--- src/rtl/btn_digit_editor.sv ---
// btn_digit_editor: per-digit up/down button editor with auto-repeat.
// Each digit has its own 2-flop button synchroniser and an
// IDLE/DELAY/REPEAT FSM. Digit values are kept in 0..MAX_VAL and either
// wrap or saturate, as selected by sat_mode_i.
// Optional feature: define BTN_DIGIT_CARRY_EN to make wrapping digits carry
// into, or borrow from, the next digit up (wrap mode only).
module btn_digit_editor #(
    parameter int DIGITS     = 4,
    parameter int WIDTH      = 4,
    parameter int MAX_VAL    = 9,
    parameter int REPEAT_DLY = 8,
    parameter int REPEAT_PER = 2
) (
    input  logic                    clk,
    input  logic                    rst_n,
    input  logic [DIGITS-1:0]       btn_up_i,
    input  logic [DIGITS-1:0]       btn_dn_i,
    input  logic                    sat_mode_i,
    input  logic                    clr_i,
    output logic [DIGITS*WIDTH-1:0] num_o,
    output logic [DIGITS-1:0]       changed_o
);

    localparam int CNT_MAX = (REPEAT_DLY > REPEAT_PER) ? REPEAT_DLY : REPEAT_PER;
    localparam int CNT_W   = $clog2(CNT_MAX + 1);

    localparam logic [CNT_W-1:0] DLY_C = CNT_W'(REPEAT_DLY);
    localparam logic [CNT_W-1:0] PER_C = CNT_W'(REPEAT_PER);
    localparam logic [CNT_W-1:0] ONE_C = CNT_W'(1);

    // Direction encoding: bit0 = up, bit1 = down; both set never occurs.
    localparam logic [1:0] DIR_NONE = 2'b00;
    localparam logic [1:0] DIR_UP   = 2'b01;

    typedef enum logic [1:0] {
        ST_IDLE   = 2'd0,
        ST_DELAY  = 2'd1,
        ST_REPEAT = 2'd2
    } state_t;

    logic [DIGITS-1:0]       up_meta_q, up_sync_q, dn_meta_q, dn_sync_q;
    state_t                  state_q [DIGITS];
    state_t                  state_d [DIGITS];
    logic [CNT_W-1:0]        cnt_q   [DIGITS];
    logic [CNT_W-1:0]        cnt_d   [DIGITS];
    logic [1:0]              dir_q   [DIGITS];
    logic [1:0]              dir_d   [DIGITS];
    logic [1:0]              dir_s   [DIGITS];
    logic [DIGITS-1:0]       step_s;
    logic [DIGITS*WIDTH-1:0] num_q, num_d;
    logic [DIGITS-1:0]       changed_q, changed_d;

    // Two-flop synchronisers for the asynchronous button inputs.
    always_ff @(posedge clk or negedge rst_n) begin
        if (!rst_n) begin
            up_meta_q <= '0;
            up_sync_q <= '0;
            dn_meta_q <= '0;
            dn_sync_q <= '0;
        end else begin
            up_meta_q <= btn_up_i;
            up_sync_q <= up_meta_q;
            dn_meta_q <= btn_dn_i;
            dn_sync_q <= dn_meta_q;
        end
    end

    // Per-digit requested direction; pressing both buttons counts as none.
    always_comb begin
        for (int i = 0; i < DIGITS; i++) begin
            dir_s[i] = {dn_sync_q[i] & ~up_sync_q[i], up_sync_q[i] & ~dn_sync_q[i]};
        end
    end

    // Per-digit auto-repeat FSM: next state, counter, latched direction and step strobe.
    always_comb begin
        for (int i = 0; i < DIGITS; i++) begin
            state_d[i] = state_q[i];
            cnt_d[i]   = cnt_q[i];
            dir_d[i]   = dir_q[i];
            step_s[i]  = 1'b0;
            if (clr_i) begin
                state_d[i] = ST_IDLE;
                cnt_d[i]   = '0;
                dir_d[i]   = DIR_NONE;
            end else begin
                case (state_q[i])
                    ST_IDLE: begin
                        if (dir_s[i] != DIR_NONE) begin
                            step_s[i]  = 1'b1;
                            cnt_d[i]   = ONE_C;
                            dir_d[i]   = dir_s[i];
                            state_d[i] = ST_DELAY;
                        end else begin
                            state_d[i] = ST_IDLE;
                        end
                    end
                    ST_DELAY: begin
                        if ((dir_s[i] == DIR_NONE) || (dir_s[i] != dir_q[i])) begin
                            state_d[i] = ST_IDLE;
                            cnt_d[i]   = '0;
                            dir_d[i]   = DIR_NONE;
                        end else if (cnt_q[i] >= DLY_C) begin
                            step_s[i]  = 1'b1;
                            cnt_d[i]   = ONE_C;
                            state_d[i] = ST_REPEAT;
                        end else begin
                            cnt_d[i]   = cnt_q[i] + ONE_C;
                        end
                    end
                    ST_REPEAT: begin
                        if ((dir_s[i] == DIR_NONE) || (dir_s[i] != dir_q[i])) begin
                            state_d[i] = ST_IDLE;
                            cnt_d[i]   = '0;
                            dir_d[i]   = DIR_NONE;
                        end else if (cnt_q[i] >= PER_C) begin
                            step_s[i]  = 1'b1;
                            cnt_d[i]   = ONE_C;
                        end else begin
                            cnt_d[i]   = cnt_q[i] + ONE_C;
                        end
                    end
                    default: begin
                        state_d[i] = ST_IDLE;
                        cnt_d[i]   = '0;
                        dir_d[i]   = DIR_NONE;
                    end
                endcase
            end
        end
    end

    // FSM state, counter and latched-direction registers.
    always_ff @(posedge clk or negedge rst_n) begin
        if (!rst_n) begin
            for (int i = 0; i < DIGITS; i++) begin
                state_q[i] <= ST_IDLE;
                cnt_q[i]   <= '0;
                dir_q[i]   <= DIR_NONE;
            end
        end else begin
            for (int i = 0; i < DIGITS; i++) begin
                state_q[i] <= state_d[i];
                cnt_q[i]   <= cnt_d[i];
                dir_q[i]   <= dir_d[i];
            end
        end
    end

    // Digit arithmetic: apply the step (plus the incoming carry when enabled),
    // then clamp or wrap back into 0..MAX_VAL; clr wins over everything.
    always_comb begin : digit_next
        int v_s;
        int s_s;
        int delta_s;
`ifdef BTN_DIGIT_CARRY_EN
        int carry_s;
        carry_s = 0;
`endif
        num_d     = num_q;
        changed_d = '0;
        for (int i = 0; i < DIGITS; i++) begin
            v_s     = int'(num_q[i*WIDTH +: WIDTH]);
            delta_s = (!step_s[i]) ? 0 : ((dir_s[i] == DIR_UP) ? 1 : -1);
`ifdef BTN_DIGIT_CARRY_EN
            delta_s = delta_s + (sat_mode_i ? 0 : carry_s);
`endif
            s_s = v_s + delta_s;
`ifdef BTN_DIGIT_CARRY_EN
            // Net delta is within -2..+2, so a single wrap is always enough.
            carry_s = sat_mode_i ? 0 : ((s_s > MAX_VAL) ? 1 : ((s_s < 0) ? -1 : 0));
`endif
            s_s = sat_mode_i
                ? ((s_s > MAX_VAL) ? MAX_VAL : ((s_s < 0) ? 0 : s_s))
                : ((s_s > MAX_VAL) ? (s_s - (MAX_VAL + 1)) : ((s_s < 0) ? (s_s + MAX_VAL + 1) : s_s));
            num_d[i*WIDTH +: WIDTH] = s_s[WIDTH-1:0];
            changed_d[i]            = (s_s != v_s);
        end
        if (clr_i) begin
            num_d     = '0;
            changed_d = '0;
        end else begin
            num_d     = num_d;
            changed_d = changed_d;
        end
    end

    // Registered digit values and per-digit change pulses.
    always_ff @(posedge clk or negedge rst_n) begin
        if (!rst_n) begin
            num_q     <= '0;
            changed_q <= '0;
        end else begin
            num_q     <= num_d;
            changed_q <= changed_d;
        end
    end

    assign num_o     = num_q;
    assign changed_o = changed_q;

endmodule
--- config.mk ---
export PLATFORM = sky130hd
export DESIGN_NAME = btn_digit_editor
export DESIGN_NICKNAME = d
export VERILOG_FILES = /design/src/rtl/btn_digit_editor.sv
export SDC_FILE = /design/constraint.sdc
export NUM_CORES = 1
export LEC_CHECK = 0
export CAP_MARGIN = 20
export CELL_PAD_IN_SITES_DETAIL_PLACEMENT = 1
export CELL_PAD_IN_SITES_GLOBAL_PLACEMENT = 2
export CORE_MARGIN = 4
export CORE_UTILIZATION = 41
export CTS_CLUSTER_DIAMETER = 120
export DETAILED_ROUTE_END_ITERATION = 6
export PLACE_DENSITY = 0.95
export SYNTH_ARGS = -nofsm -noshare
export SYNTH_HDL_FRONTEND = slang
export SYNTH_SLANG_ARGS = --single-unit
--- constraint.sdc ---
create_clock -name clk -period 14.5 [get_ports clk]
set_input_delay 2.175 -clock clk [delete_from_list [all_inputs] [get_ports clk]]
set_output_delay 2.175 -clock clk [all_outputs]
set_load 0.02 [all_outputs]
==> results.cfg, run 1 <==
[critical_path]
cp.arrival_ps = 8630
critical_path.cell_chain = buf_2 > buf_4 > nor3_1 > o21ai_0 > o31ai_4 > ha_1 > a31oi_1 > nand2_1 > a21oi_1 > nand2b_1 > ha_1 > and2_1 > nand3_1 > nor3_1 > a21oi_1 > nand2_1 > a211oi_1 > nand4_1 > o41ai_1 > a41oi_1
r2r-start = up_sync_q[3]
critPathBufInv = 2
cp-start-kind = primary input
worstPathMaxFanout = 56
critical_path.startpoint = clr_i
slowest_stage = a21oi_1
slowest_delay_ps = 830
cp_top_family = compound AO/OA/AOI/OAI gates
setup.worst_path.class = primary input to flip-flop
worstPathRequired_ps = 14680
endpoint_kind = flip-flop

[final_layout]
final_cell_mix = 112 x ha_1, 105 x nor2_1, 95 x inv_1, 94 x nand2_1, 91 x a21oi_1
layout_commonest_cell = ha_1
synthToLayoutAreaGrowth_pct = 8.16
drive_gt1_share_pct = 4.41
fin_nets = 1416
antenna_cells = 0
num-fill-cells = 2959
stdcell_count = 1612
final_util_pct = 45.0

[sta]
final.setup_skew_ps = 6.36
rsz0062_at_grt = no
setup_slack_ps = 6040
tightest_slew_ps = 1110
setup_viol = 0
fmax_ghz = 0.118
period_needed_ps = 8460
finalCritPeriodShare_pct = 58.3
hold_viol = 0
fin_setup_tns_ps = 0
slew_viol_final = 0
slew_headroom_pct = 25.7
holdWs_ps = 347

[synth]
syn_avg_cell_area_um2 = 7.43
synth.yosys.seq_area_share_pct = 17.5
post_synth_mux_area_share_pct = 2.02
synth_area_mm2 = 0.00973
ys_seq_elements = 68
postSynth.asyncResetShare_pct = 100
synth_cells = 1311
ys_warn_count = 0
ys.flop_type = dfrtp_1
synth_xor_xnor_area_share_pct = 5.39
synth_top_family_by_area = simple AND/OR/NAND/NOR gates
synth_compound_area_share_pct = 26.2
syn-num-nets = 1439
synth.distinct_cells = 85
synth_simple_gate_area_share_pct = 27.0
synth_edf_count = 0
synth_fa_ha_area_share_pct = 15.2

[hold_path]
min_from = dn_meta_q[2]
hold_class = flip-flop to flip-flop

[flow_run]
max-cap-violations = 0

[clock_tree]
clock-sinks = 68
clock-root-buffer = clkbuf_16
clk_pin_slew_ps = 60
clockBufferDepth = 2
clkLatencyLatePin_ps = 340
ctsResizeCount = 0
post_cts_buffers = 0
cts.htree.levels = 3
cts_hold_buf = 0
cts_buffers = 9
cts_tree = done

[detailed_routing]
wl_um = 31800
firstDrtPassIters = 5
wl_per_cell_um = 19.7
postRouteAntennaNets = 0
routed_via_density = 6.34
dr.first_iter.drc_count = 688
vias = 10200
remaining_drc_errors = 0

[placement]
gp_congestion = 0.972
portBuffers = 31
hpwlAfterDp_um = 23900
dp_cells = 1596
dpl_worst_slack_ps = 5840

[status]
status = finished clean

[global_route]
grt.total_usage_pct = 23.8
first_global_vias = 10200
grt_max_degree = 69
grt.overflow.total = 0
antenna_found_initial = 0
grt_pass1_wl_um = 52400

[die]
num_rows = 56
pin_count = 32
die_area_mm2 = 0.0263
initial_core_util_pct = 41.6
dieWidth_um = 162
die_h_um = 162
core_area_mm2 = 0.0234

[power_and_ir_drop]
pwr_density_cell_mw_per_mm2 = 105
p_leak_nw = 4.30
vdd_drop_max_uv = 80.8
## metrics by stage
step | total power, mW | instance area [um2]
global route | 1.18 | 10500
finish | 1.10 | 10500
global placement | 0.843 | 10200
floorplan | 0.683 | 9730
CTS | 1.10 | 10500
detailed placement | 0.856 | 10200
## where the power goes
part	total, mW	switching (mW)	internal (mW)
registers	0.227	0.0207	0.206
clock network	0.236	0.0852	0.151
logic	0.641	0.405	0.237
## state kept, by name (all words and copies together), names as in the netlist
name,flops
changed_o,4
cnt_q,16
dir_q,8
dn_meta_q,4
dn_sync_q,4
num_o,16
state_q,8
up_meta_q,4
up_sync_q,4
## synth_stat cells, types with 6 or more instances
cell type	number	area share, %
o211ai_1	16	1.2
or4_1	10	0.77
mux2i_1	14	1.4
clkbuf_1	64	2.5
nor3b_1	9	0.69
nor2_1	105	4.0
xnor2_1	31	2.8
inv_1	95	3.7
o22ai_1	8	0.51
a22o_1	8	0.72
o311ai_0	8	0.72
and3_1	15	0.96
or3_1	27	1.7
nand3_1	44	2.3
xor2_1	27	2.4
o21a_1	6	0.46
nor2b_1	18	1.2
o41ai_1	9	0.81
a22oi_1	8	0.62
a31oi_1	30	1.9
o2111ai_1	10	0.90
ha_1	112	14
nand4_1	32	2.1
buf_2	6	0.31
a21o_1	7	0.54
dfrtp_1	68	17
o31a_1	6	0.54
nand2b_1	12	0.77
nor4_1	31	2.0
a211oi_1	14	1.1
a21boi_0	6	0.46
o31ai_1	15	1.2
nand2_1	94	3.6
a21oi_1	91	4.7
o21ai_0	69	3.5
nor3_1	70	3.6
## per-layer routing
| layer | routed length [um] | GRT usage [%] | share of wire [%] |
|---|---|---|---|
| met1 | 14700 | 32.7 | 46 |
| met2 | 14800 | 39.8 | 47 |
| met3 | 1520 | 2.54 | 4.8 |
| met4 | 710 | 6.65 | 2.2 |
| met5 | 0 | 0 | 0 |
## final timing paths
kind	slack (ps)	end	depth (start not counted)
max	6040	changed_o[3]	20
min	350	dn_sync_q[2]	0
max reg2reg	7460	changed_o[3]	20
min reg2reg	350	dn_sync_q[2]	0
max in group asynchronous	11970	changed_o[3]	1
min in group asynchronous	1950	cnt_q[5]	1
## worst reg2reg max path, cell delays in order, from the launching register on
cell and delay (ps):
dfrtp_1 350, inv_1 50, ha_1 210, xor2_1 160
or3_1 490, o31ai_4 890, ha_1 400, a31oi_1 340
nand2_1 150, a21oi_1 450, nand2b_1 180, ha_1 340
and2_1 250, nand3_1 220, nor3_1 160, a21oi_1 830
nand2_1 270, a211oi_1 310, nand4_1 170, o41ai_1 490
a41oi_1 170
## final cells by class
cell class | instances | area (um2) | share of cell area (%)
multi-input combinational | 1074 | 7380 | 70.1
sequential | 68 | 1700 | 16.2
tap | 319 | 399 | 3.79
timing repair buffer | 40 | 370 | 3.52
inverter | 95 | 357 | 3.39
clock buffer | 10 | 229 | 2.17
clock inverter | 6 | 88.8 | 0.844
## cell families (layout without fill, tap and decap cells)
| family | Yosys count | count (layout) |
|---|---|---|
| xor gates and xnor gates | 59 | 59 |
| and+or+nand+nor | 506 | 506 |
| muxes | 19 | 19 |
| adders and majority gates | 116 | 116 |
| buffers and inverters | 169 | 151 |
| DFF | 68 | 68 |
| AOI/OAI and AO/OA | 374 | 374 |
No activity file was read; power rests on OpenSTA's default activity.
==> run 2: changes to the inputs <==
--- a/config.mk
+++ b/config.mk
@@ -9,10 +9,10 @@
 export CELL_PAD_IN_SITES_DETAIL_PLACEMENT = 1
 export CELL_PAD_IN_SITES_GLOBAL_PLACEMENT = 2
 export CORE_MARGIN = 4
-export CORE_UTILIZATION = 41
+export CORE_UTILIZATION = 38
 export CTS_CLUSTER_DIAMETER = 120
 export DETAILED_ROUTE_END_ITERATION = 6
-export PLACE_DENSITY = 0.95
+export PLACE_DENSITY = 0.94
 export SYNTH_ARGS = -nofsm -noshare
 export SYNTH_HDL_FRONTEND = slang
 export SYNTH_SLANG_ARGS = --single-unit
==> constraint.sdc (replaced) <==
create_clock -name clk -period 8.2 [get_ports clk]
set_input_delay 1.23 -clock clk [delete_from_list [all_inputs] [get_ports clk]]
set_output_delay 1.23 -clock clk [all_outputs]
set_load 0.02 [all_outputs]
==> run 2 against run 1 <==
Clock-buffer cell count shrank 1. Cell area grew 1.1%. Sequential share of layout area shrank 0.17 points. Utilization shrank 2.7 points. Die area grew 7.5%. Wire length grew 3.7%. Combinational power grew 78%.
==> results.cfg, run 2 (synthesis gave the netlist of run 1 again) <==
[status]
status = finished clean

[sta]
setup_viol = 0
hold_viol = 0
finalCritPeriodShare_pct = 85.3
slew_headroom_pct = 28.1
fmax_ghz = 0.143
slew_viol_final = 0
final.setup_skew_ps = 6.71
period_needed_ps = 7000
rsz0062_at_grt = no
tightest_slew_ps = 1070
fin_setup_tns_ps = 0

[critical_path]
setup.worst_path.class = primary input to flip-flop
worstPathRequired_ps = 8390
critPathBufInv = 4
r2r_cells = 23
cp_top_family = simple AND/OR/NAND/NOR gates
slowest_delay_ps = 670
worstPathMaxFanout = 23
slowest_stage = or4_1
endpoint_kind = flip-flop
cp.depth = 21
cp-start-kind = primary input
critical_path.cell_chain = buf_2 > or2_0 > or4_4 > o21ai_4 > buf_4 > inv_1 > fa_1 > inv_1 > a21oi_1 > nor2_1 > o21ai_0 > ha_1 > or4_1 > or3_1 > or3_4 > o21ai_2 > o32ai_1 > a221oi_1 > xnor2_1 > nor4_1 > a21oi_1
cp.arrival_ps = 7190

[placement]
hpwlAfterDp_um = 24800
gp_congestion = 1.02
dpl_cell_area_mm2 = 0.0103
portBuffers = 31

[die]
dieWidth_um = 168
die_h_um = 168
die_area_mm2 = 0.0282
initial_core_util_pct = 38.7
pin_count = 32
num_rows = 58
core_area_mm2 = 0.0252

[global_route]
antenna_found_initial = 0
busiest_layer = met2
grt.met3_usage_pct = 2.84
grt_pass1_wl_um = 55000
first_global_vias = 10700
gr-usage-met2_pct = 38.3
use_met1_pct = 31.2
grt.overflow.total = 0
grt.total_usage_pct = 22.9
grt_max_degree = 69

[final_layout]
final_cell_mix = 112 x ha_1, 105 x nor2_1, 95 x inv_1, 94 x nand2_1, 91 x a21oi_1
drive_gt1_share_pct = 5.44
multiInputGateArea_mm2 = 0.00738
seq_area_mm2 = 0.00170
antenna_cells = 0
num-fill-cells = 3155
layout_commonest_cell = ha_1
synthToLayoutAreaGrowth_pct = 9.34
stdcell_area_mm2 = 0.0106
fin_nets = 1429

[detailed_routing]
dr.first_iter.drc_count = 765
remaining_drc_errors = 0
vias = 10300
wl_per_cell_um = 20.1
wl_um = 32900
routed_via_density = 6.32
firstDrtPassIters = 6
postRouteAntennaNets = 0

[clock_tree]
cts.htree.levels = 3
cts_hold_buf = 0
cts_buffers = 9
ctsResizeCount = 0
clock-root-buffer = clkbuf_16
clock-sinks = 68
cts_tree = done
clk_pin_slew_ps = 60
clkLatencyLatePin_ps = 340
post_cts_buffers = 0
clockBufferDepth = 2

[hold_path]
hold_class = flip-flop to flip-flop
min_path_cells = 0

[power_and_ir_drop]
p_leak_nw = 4.37
vdd_drop_max_uv = 142
pwr_density_cell_mw_per_mm2 = 185

[flow_run]
max-cap-violations = 0
-- run 2: cell types whose count changed in the layout (fill, tap and decap cells not counted), sizes merged --
cell,delta
buf,+12
clkinv,+1
clkinvlp,-1
inv,+1
-- run 2: path summary, 6_finish.rpt --
path                              start            to  slack (ps)
hold reg to reg            dn_meta_q[3]  dn_sync_q[3]         350
hold / removal             dn_meta_q[3]  dn_sync_q[3]         350
setup reg to reg             state_q[4]  changed_o[1]        1570
setup / recovery                  clr_i  changed_o[2]        1200
max in group asynchronous         rst_n  changed_o[3]        6630
min in group asynchronous         rst_n      cnt_q[5]         990
-- run 2: per-stage QoR --
step | hold slack [ps] | total power, mW | utilization (%) | setup WS [ps] | instances
after global placement | 333 | 1.50 | 41.0 | 1090 | 1619
after detailed placement | 337 | 1.53 | 41.0 | 956 | 1619
after floorplan | 331 | 1.21 | - | 1630 | 1311
final | 349 | 1.96 | 42.3 | 1200 | 1636
after global routing | 365 | 2.11 | 42.3 | 908 | 1636
after CTS | 351 | 1.96 | 42.2 | 1310 | 1635
-- run 2: cell type report --
class | instances | share of cell area, %
clock buffer | 9 | 2.12
clock inverter | 7 | 0.929
inverter | 95 | 3.35
multi-input combinational | 1074 | 69.4
sequential | 68 | 16.0
tap | 330 | 3.88
timing repair buffer | 53 | 4.37
-- run 2: worst reg2reg max path, cell delays in order, from the launching register on --
cell and delay (ps):
dfrtp_1 400, inv_1 110, ha_1 290, nor2b_1 330, or4b_2 670, o31ai_4 80
buf_4 280, inv_1 120, fa_1 450, inv_1 80, a21oi_1 70, nor2_1 150
o21ai_0 130, ha_1 510, nand2_1 150, or2_2 310, or3_1 420, or3_1 540
o21ai_2 400, a22o_1 200, o211ai_1 100, nor4b_1 300, a41o_1 250, a41oi_1 130
-- run 2: report_power, final --
group | internal [mW] | switching (mW) | leakage [nW]
registers | 0.364 | 0.0361 | 0.874
logic | 0.423 | 0.722 | 3.34
clock network | 0.268 | 0.152 | 0.156
-- run 2: routing by layer --
metal  part of all wire (%)  up-vias
li1                       -     4867
met1                     46     5055
met2                     47      348
met3                    4.6       73
met4                    2.6        0
met5                      0        -
